===== config.mk =====
export PLATFORM = sky130hd
export DESIGN_NAME = ruhman_led_multi
export DESIGN_NICKNAME = d
export VERILOG_FILES = /design/src/rtl/ruhman_led_multi.sv
export SDC_FILE = /design/constraint.sdc
export NUM_CORES = 2
export LEC_CHECK = 0
export CAP_MARGIN = 20
export CORE_UTILIZATION = 63
export CTS_CLUSTER_DIAMETER = 60
export DETAILED_ROUTE_END_ITERATION = 8
export PLACE_DENSITY_LB_ADDON = 0.12
export SYNTH_ARGS = -nofsm -noshare
export SYNTH_HDL_FRONTEND = slang
export SYNTH_SLANG_ARGS = --single-unit

===== constraint.sdc =====
create_clock -name clk -period 5.25 [get_ports clk]
set_input_delay 1.05 -clock clk [delete_from_list [all_inputs] [get_ports clk]]
set_output_delay 1.05 -clock clk [all_outputs]
set_load 0.01 [all_outputs]

===== src/rtl/ruhman_led_multi.sv =====
// ruhman_led_multi: N-channel LED sequencer (off / on / blink / burst) on the FPro MMIO slot bus.
// Define RUHMAN_LED_BREATHE_EN to turn mode 11 into a 16-step PWM breathe instead of burst.
module ruhman_led_multi #(
    parameter int unsigned N          = 16,
    parameter int unsigned CLK_PER_MS = 100000,
    parameter int unsigned HP_W       = 16
) (
    input  logic         clk,
    input  logic         reset_n,
    input  logic         cs,
    input  logic         read,
    input  logic         write,
    input  logic [4:0]   addr,
    input  logic [31:0]  wr_data,
    output logic [31:0]  rd_data,
    output logic [N-1:0] dout
);
    typedef enum logic [1:0] {
        ModeOff   = 2'b00,
        ModeOn    = 2'b01,
        ModeBlink = 2'b10,
        ModeBurst = 2'b11
    } mode_e;

    localparam int unsigned   PW         = (CLK_PER_MS > 1) ? $clog2(CLK_PER_MS) : 1;
    localparam logic [PW-1:0] PrescLast  = PW'(CLK_PER_MS - 1);
    localparam logic [4:0]    AddrSync   = 5'd16;
    localparam logic [4:0]    AddrStatus = 5'd17;

    logic [PW-1:0]   presc_q, presc_d;
    logic            ms_tick;
    logic            bus_wr;
    logic [HP_W-1:0] ch_hp   [N];
    logic [1:0]      ch_mode [N];
    logic [3:0]      ch_bc   [N];
    logic [N-1:0]    done_vec;
    logic            unused_bits;

    assign bus_wr      = cs && write;
    assign ms_tick     = (presc_q == PrescLast);
    assign presc_d     = ms_tick ? '0 : presc_q + PW'(1);
    // Reads have no side effects and several write-data bits are don't-care.
    assign unused_bits = read ^ (^wr_data);

    always_ff @(posedge clk) begin
        if (!reset_n) presc_q <= '0;
        else          presc_q <= presc_d;
    end

`ifdef RUHMAN_LED_BREATHE_EN
    logic [3:0] pwm_q;

    always_ff @(posedge clk) begin
        if (!reset_n) pwm_q <= '0;
        else          pwm_q <= pwm_q + 4'd1;
    end
`endif

    for (genvar i = 0; i < N; i++) begin : g_ch
        logic [HP_W-1:0] hp_q, hp_d, cnt_q, cnt_d, hp_eff;
        mode_e           mode_q, mode_d;
        logic [3:0]      bc_q, bc_d;
        logic [4:0]      rem_q, rem_d;
        logic            led_q, led_d, done_q, done_d;
        logic            cfg_wr, sync_wr, active, step;

        assign cfg_wr  = bus_wr && (addr == 5'(i));
        assign sync_wr = bus_wr && (addr == AddrSync) && wr_data[i];
        assign active  = (mode_q == ModeBlink) || (mode_q == ModeBurst);
        assign hp_eff  = (hp_q == '0) ? HP_W'(1) : hp_q;
        assign step    = (cnt_q == hp_eff - HP_W'(1));

        always_ff @(posedge clk) begin
            if (!reset_n) begin
                hp_q   <= '0;
                mode_q <= ModeOff;
                bc_q   <= '0;
                cnt_q  <= '0;
                rem_q  <= '0;
                led_q  <= 1'b0;
                done_q <= 1'b0;
            end else begin
                hp_q   <= hp_d;
                mode_q <= mode_d;
                bc_q   <= bc_d;
                cnt_q  <= cnt_d;
                rem_q  <= rem_d;
                led_q  <= led_d;
                done_q <= done_d;
            end
        end

        always_comb begin
            hp_d   = hp_q;
            mode_d = mode_q;
            bc_d   = bc_q;
            cnt_d  = cnt_q;
            rem_d  = rem_q;
            led_d  = led_q;
            done_d = done_q;
            if (cfg_wr) begin
                hp_d   = wr_data[HP_W-1:0];
                mode_d = mode_e'(wr_data[17:16]);
                bc_d   = wr_data[23:20];
            end
            // A restart pre-empts any ms_tick landing on the same cycle for this channel.
            if (cfg_wr || (sync_wr && active)) begin
                cnt_d  = '0;
                done_d = 1'b0;
                led_d  = (mode_d != ModeOff);
                rem_d  = (bc_d == 4'd0) ? 5'd16 : {1'b0, bc_d};
`ifdef RUHMAN_LED_BREATHE_EN
                if (mode_d == ModeBurst) rem_d = '0;
`endif
            end else if (ms_tick && active && !done_q) begin
                if (step) begin
                    cnt_d = '0;
                    led_d = !led_q;
`ifdef RUHMAN_LED_BREATHE_EN
                    // rem[3:0] is the duty, rem[4] the ramp direction (1 = falling).
                    if (mode_q == ModeBurst) begin
                        if (!rem_q[4]) rem_d = (rem_q[3:0] == 4'd15) ? 5'b1_1110 : rem_q + 5'd1;
                        else           rem_d = (rem_q[3:0] == 4'd0) ? 5'b0_0001 : rem_q - 5'd1;
                    end
`else
                    if ((mode_q == ModeBurst) && led_q) begin
                        rem_d  = rem_q - 5'd1;
                        done_d = (rem_q == 5'd1);
                    end
`endif
                end else begin
                    cnt_d = cnt_q + HP_W'(1);
                end
            end
`ifdef RUHMAN_LED_BREATHE_EN
            if (mode_d == ModeBurst) led_d = (pwm_q < rem_d[3:0]);
`endif
        end

        assign dout[i]     = led_q;
        assign done_vec[i] = done_q;
        assign ch_hp[i]    = hp_q;
        assign ch_mode[i]  = mode_q;
        assign ch_bc[i]    = bc_q;
    end

    always_comb begin
        rd_data = '0;
        for (int i = 0; i < N; i++) begin
            if (addr == 5'(i)) rd_data = {8'h00, ch_bc[i], 2'b00, ch_mode[i], 16'(ch_hp[i])};
        end
        if (addr == AddrStatus) begin
            rd_data[N-1:0]  = dout;
            rd_data[16 +: N] = done_vec;
        end
    end
endmodule


==> results.cfg <==
[sta]
fmax_ghz = 0.192
rsz0062_at_grt = true
clock-skew-final_ns = 0.0268
setup_viol = 0
hold_violations = 0
drv_slew = 0
period_needed_ns = 5.22
period_share = 0.994
tightestPinTransition_ns = 1.29
tns_ns = 0
slew-limit-headroom = 0.139

[placement]
port_buffers = 78
place_congestion = 1.07
hpwl_mm = 114
dp_cells = 6489
postPlaceCellArea_mm2 = 0.0454

[power_and_ir_drop]
p_clk_frac = 0.480
powerDensity_mw_per_mm2 = 263
p_int_mw = 9.57
ir_worst_vdd_v = 0.000429
power_frac_seq = 0.443
switching_power_mw = 3.16
total_power_mw = 12.7
leakagePower_nw = 18.0
comb_power_share = 0.078
swShare = 0.248

[grt]
grt_start_max_net_pins = 139
antenna_found_initial = 6
grt_usage = 0.441
grt_pass1_wl_mm = 238
overflow = 0
grt_pass1_vias = 39200

[synthesis]
ys_ff_latch = 737
synthTopCellsByCount = 930 x nand2_1, 737 x dfxtp_1, 619 x nor2_1, 474 x a21oi_1, 335 x clkbuf_1
synth.top_cell.area_share = 0.343
synth_top_area_cell = dfxtp_1
synthDistinctLibCells = 93
synthCells = 5676
synth_compound_area_frac = 0.153
syn_area_mm2 = 0.0430
yosys_warnings = 0
ys.flop_type = dfxtp_1
async_flop_share = 0
yosys.cell_count.top_type = nand2_1
avgSynthCellArea_um2 = 7.58
synth_area_leaders = dfxtp_1 34%, nand2_1 8.1%, xnor2_1 6.6%
synth_edf_count = 0
synth-simple-area-share = 0.293
synth_xor_area_frac = 0.121
synthMuxAreaShare = 0.0247
synthAdderAreaFrac = 0.0189
synth_top_family_by_area = simple AND/OR/NAND/NOR gates
ys_seq_area_frac = 0.343
synth_nets = 5783

[drt]
viasPerCell = 6.60
wl_per_cell_um = 23.8
route.vias.total = 43900
drt_iter0_markers = 6094
remaining_drc_errors = 0
firstDrtPassIters = 7
wl_mm = 158
ant_nets = 0

[floorplanning]
die_h_um = 263
die_w_um = 263
ioPinCount = 90
num_rows = 95
dieArea_mm2 = 0.0694
initial_core_util = 0.639
core_mm2 = 0.0674

[critical_path]
crit_top_cell = buf_4
critPathMaxStageDelay_ns = 0.52
worstSetupPathType = in -> out
start_kind = input pin
critPathCaptureType = primary output
worstPathCellList = dlygate4sd2_1, buf_6, nor2b_1, buf_4, and3_1, buf_4, a22oi_1, o21ai_0, a211oi_1, a31o_2, a311oi_1, buf_4, clkdlybuf4s50_1
crit_arrival_ns = 4.17
cp_top_family = buffers and inverters
required_ns = 4.20
critical_path_buf_inv_count = 6
cp_slowest_cell = clkdlybuf4s50_1
path_max_fanout = 21

[worst_hold_path]
hp-class = reg -> reg

[run_status]
outcome = finished, final reports clean

[cells_and_area]
fillCellCount = 5449
final-seq-area_mm2 = 0.0148
final_nets = 5808
design_area_mm2 = 0.0484
multi_input_area_mm2 = 0.0264
syn2layout_area_growth_pct = 12.4
drive_gt1_frac = 0.0900
instances_no_fill = 6643

[job]
max_cap_violations = 0

[clocking]
cts.sinks = 737
cts-root-buf = clkbuf_16
cts_tree = built
clkTransAtPathRegs_ns = 0.06
clock_path_buffers = 3
worstSkewPairLatency_ns = 0.66
cts_buffers = 81
h-tree-depth = 3
[kinds of logic after synthesis]
logic type,count (synthesis)
compound gates,1056
xor+xnor,592
fa+ha+maj,65
buf+inv,520
flops,737
mux,104
simple gates,2602
[cell type report]
type	count	area share
Clock buffer	107	0.0479
Inverter	133	0.0105
Clock inverter	39	0.0111
Timing Repair Buffer	329	0.0568
Multi-Input combinational cell	4419	0.546
Sequential cell	737	0.305
Tap cell	873	0.0226
Antenna cell	6	0.000310
[cell usage in the layout, fill, tap and decap left out, drive strengths merged, types with 24 or more instances in the layout]
| cell type | Yosys | final |
|---|---|---|
| nand4 | 129 | 129 |
| dfxtp | 737 | 737 |
| nor4b | 24 | 24 |
| mux2i | 87 | 87 |
| o22ai | 37 | 37 |
| and2 | 38 | 38 |
| nor2b | 38 | 38 |
| nor4 | 99 | 99 |
| ha | 65 | 65 |
| inv | 132 | 139 |
| xor2 | 266 | 266 |
| a21oi | 474 | 474 |
| or2 | 38 | 38 |
| or3 | 59 | 59 |
| a31oi | 51 | 51 |
| xnor2 | 324 | 324 |
| o21ai | 147 | 147 |
| nor3 | 119 | 119 |
| nand3 | 200 | 200 |
| or4 | 63 | 63 |
| nor3b | 40 | 40 |
| a22oi | 54 | 54 |
| buf | 52 | 253 |
| nor2 | 619 | 619 |
| nand3b | 25 | 25 |
| clkdlybuf4s50 | 0 | 70 |
| nand2b | 39 | 39 |
| and3 | 60 | 60 |
| a211oi | 36 | 36 |
| nand2 | 930 | 930 |
| clkbuf | 335 | 107 |
[timing repair]
item	CTS	global route
endpoints found under the hold margin	0	0
pin swaps	2	1
gates resized for setup	23	8
setup endpoints to repair	22	7
setup buffers	2	0
hold buffers	0	0
[state kept, by name (all words and copies together), names as in the netlist]
register,count
g_ch.bc_q,64
g_ch.cnt_q,256
g_ch.done_q,16
g_ch.hp_q,256
g_ch.led_q,16
g_ch.mode_q,32
g_ch.rem_q,80
presc_q,17
[metal layers]
| layer | routed length, um | GRT usage | part of all wire |
|---|---|---|---|
| met1 | 63900 | 0.619 | 0.41 |
| met5 | 42 | 0 | 0.00027 |
| met2 | 62300 | 0.617 | 0.39 |
| met3 | 21000 | 0.104 | 0.13 |
| met4 | 10600 | 0.245 | 0.067 |
[path summary, 6_finish.rpt]
path,startpoint,to,slack [ns],depth (start not counted)
setup reg to reg,g_ch[1].hp_q[1],g_ch[1].cnt_q[13],0.55,13
hold / removal,presc_q[0],presc_q[0],0.46,1
setup / recovery,addr[2],rd_data[10],0.03,13
hold reg to reg,presc_q[0],presc_q[0],0.46,1
[power by group through the flow]
stage	logic [mW]	clock network, mW	registers (mW)
finish	0.987	6.11	5.64
global route	1.03	6.31	5.64
CTS	0.946	6.10	5.64
detailed placement	0.938	0	5.76
global placement	0.932	0	5.76
floorplan	0.583	0	5.75
[metrics by stage]
step / setup WS, ns / hold slack, ns / util
CTS: 0.00912 / 0.463 / 0.717
finish: 0.0340 / 0.459 / 0.718
floorplan: 0.766 / 0.430 / -
global placement: -0.496 / 0.444 / 0.674
detailed placement: -0.534 / 0.449 / 0.674
global route: -0.00875 / 0.486 / 0.717
(Power assumes the default switching activity.)
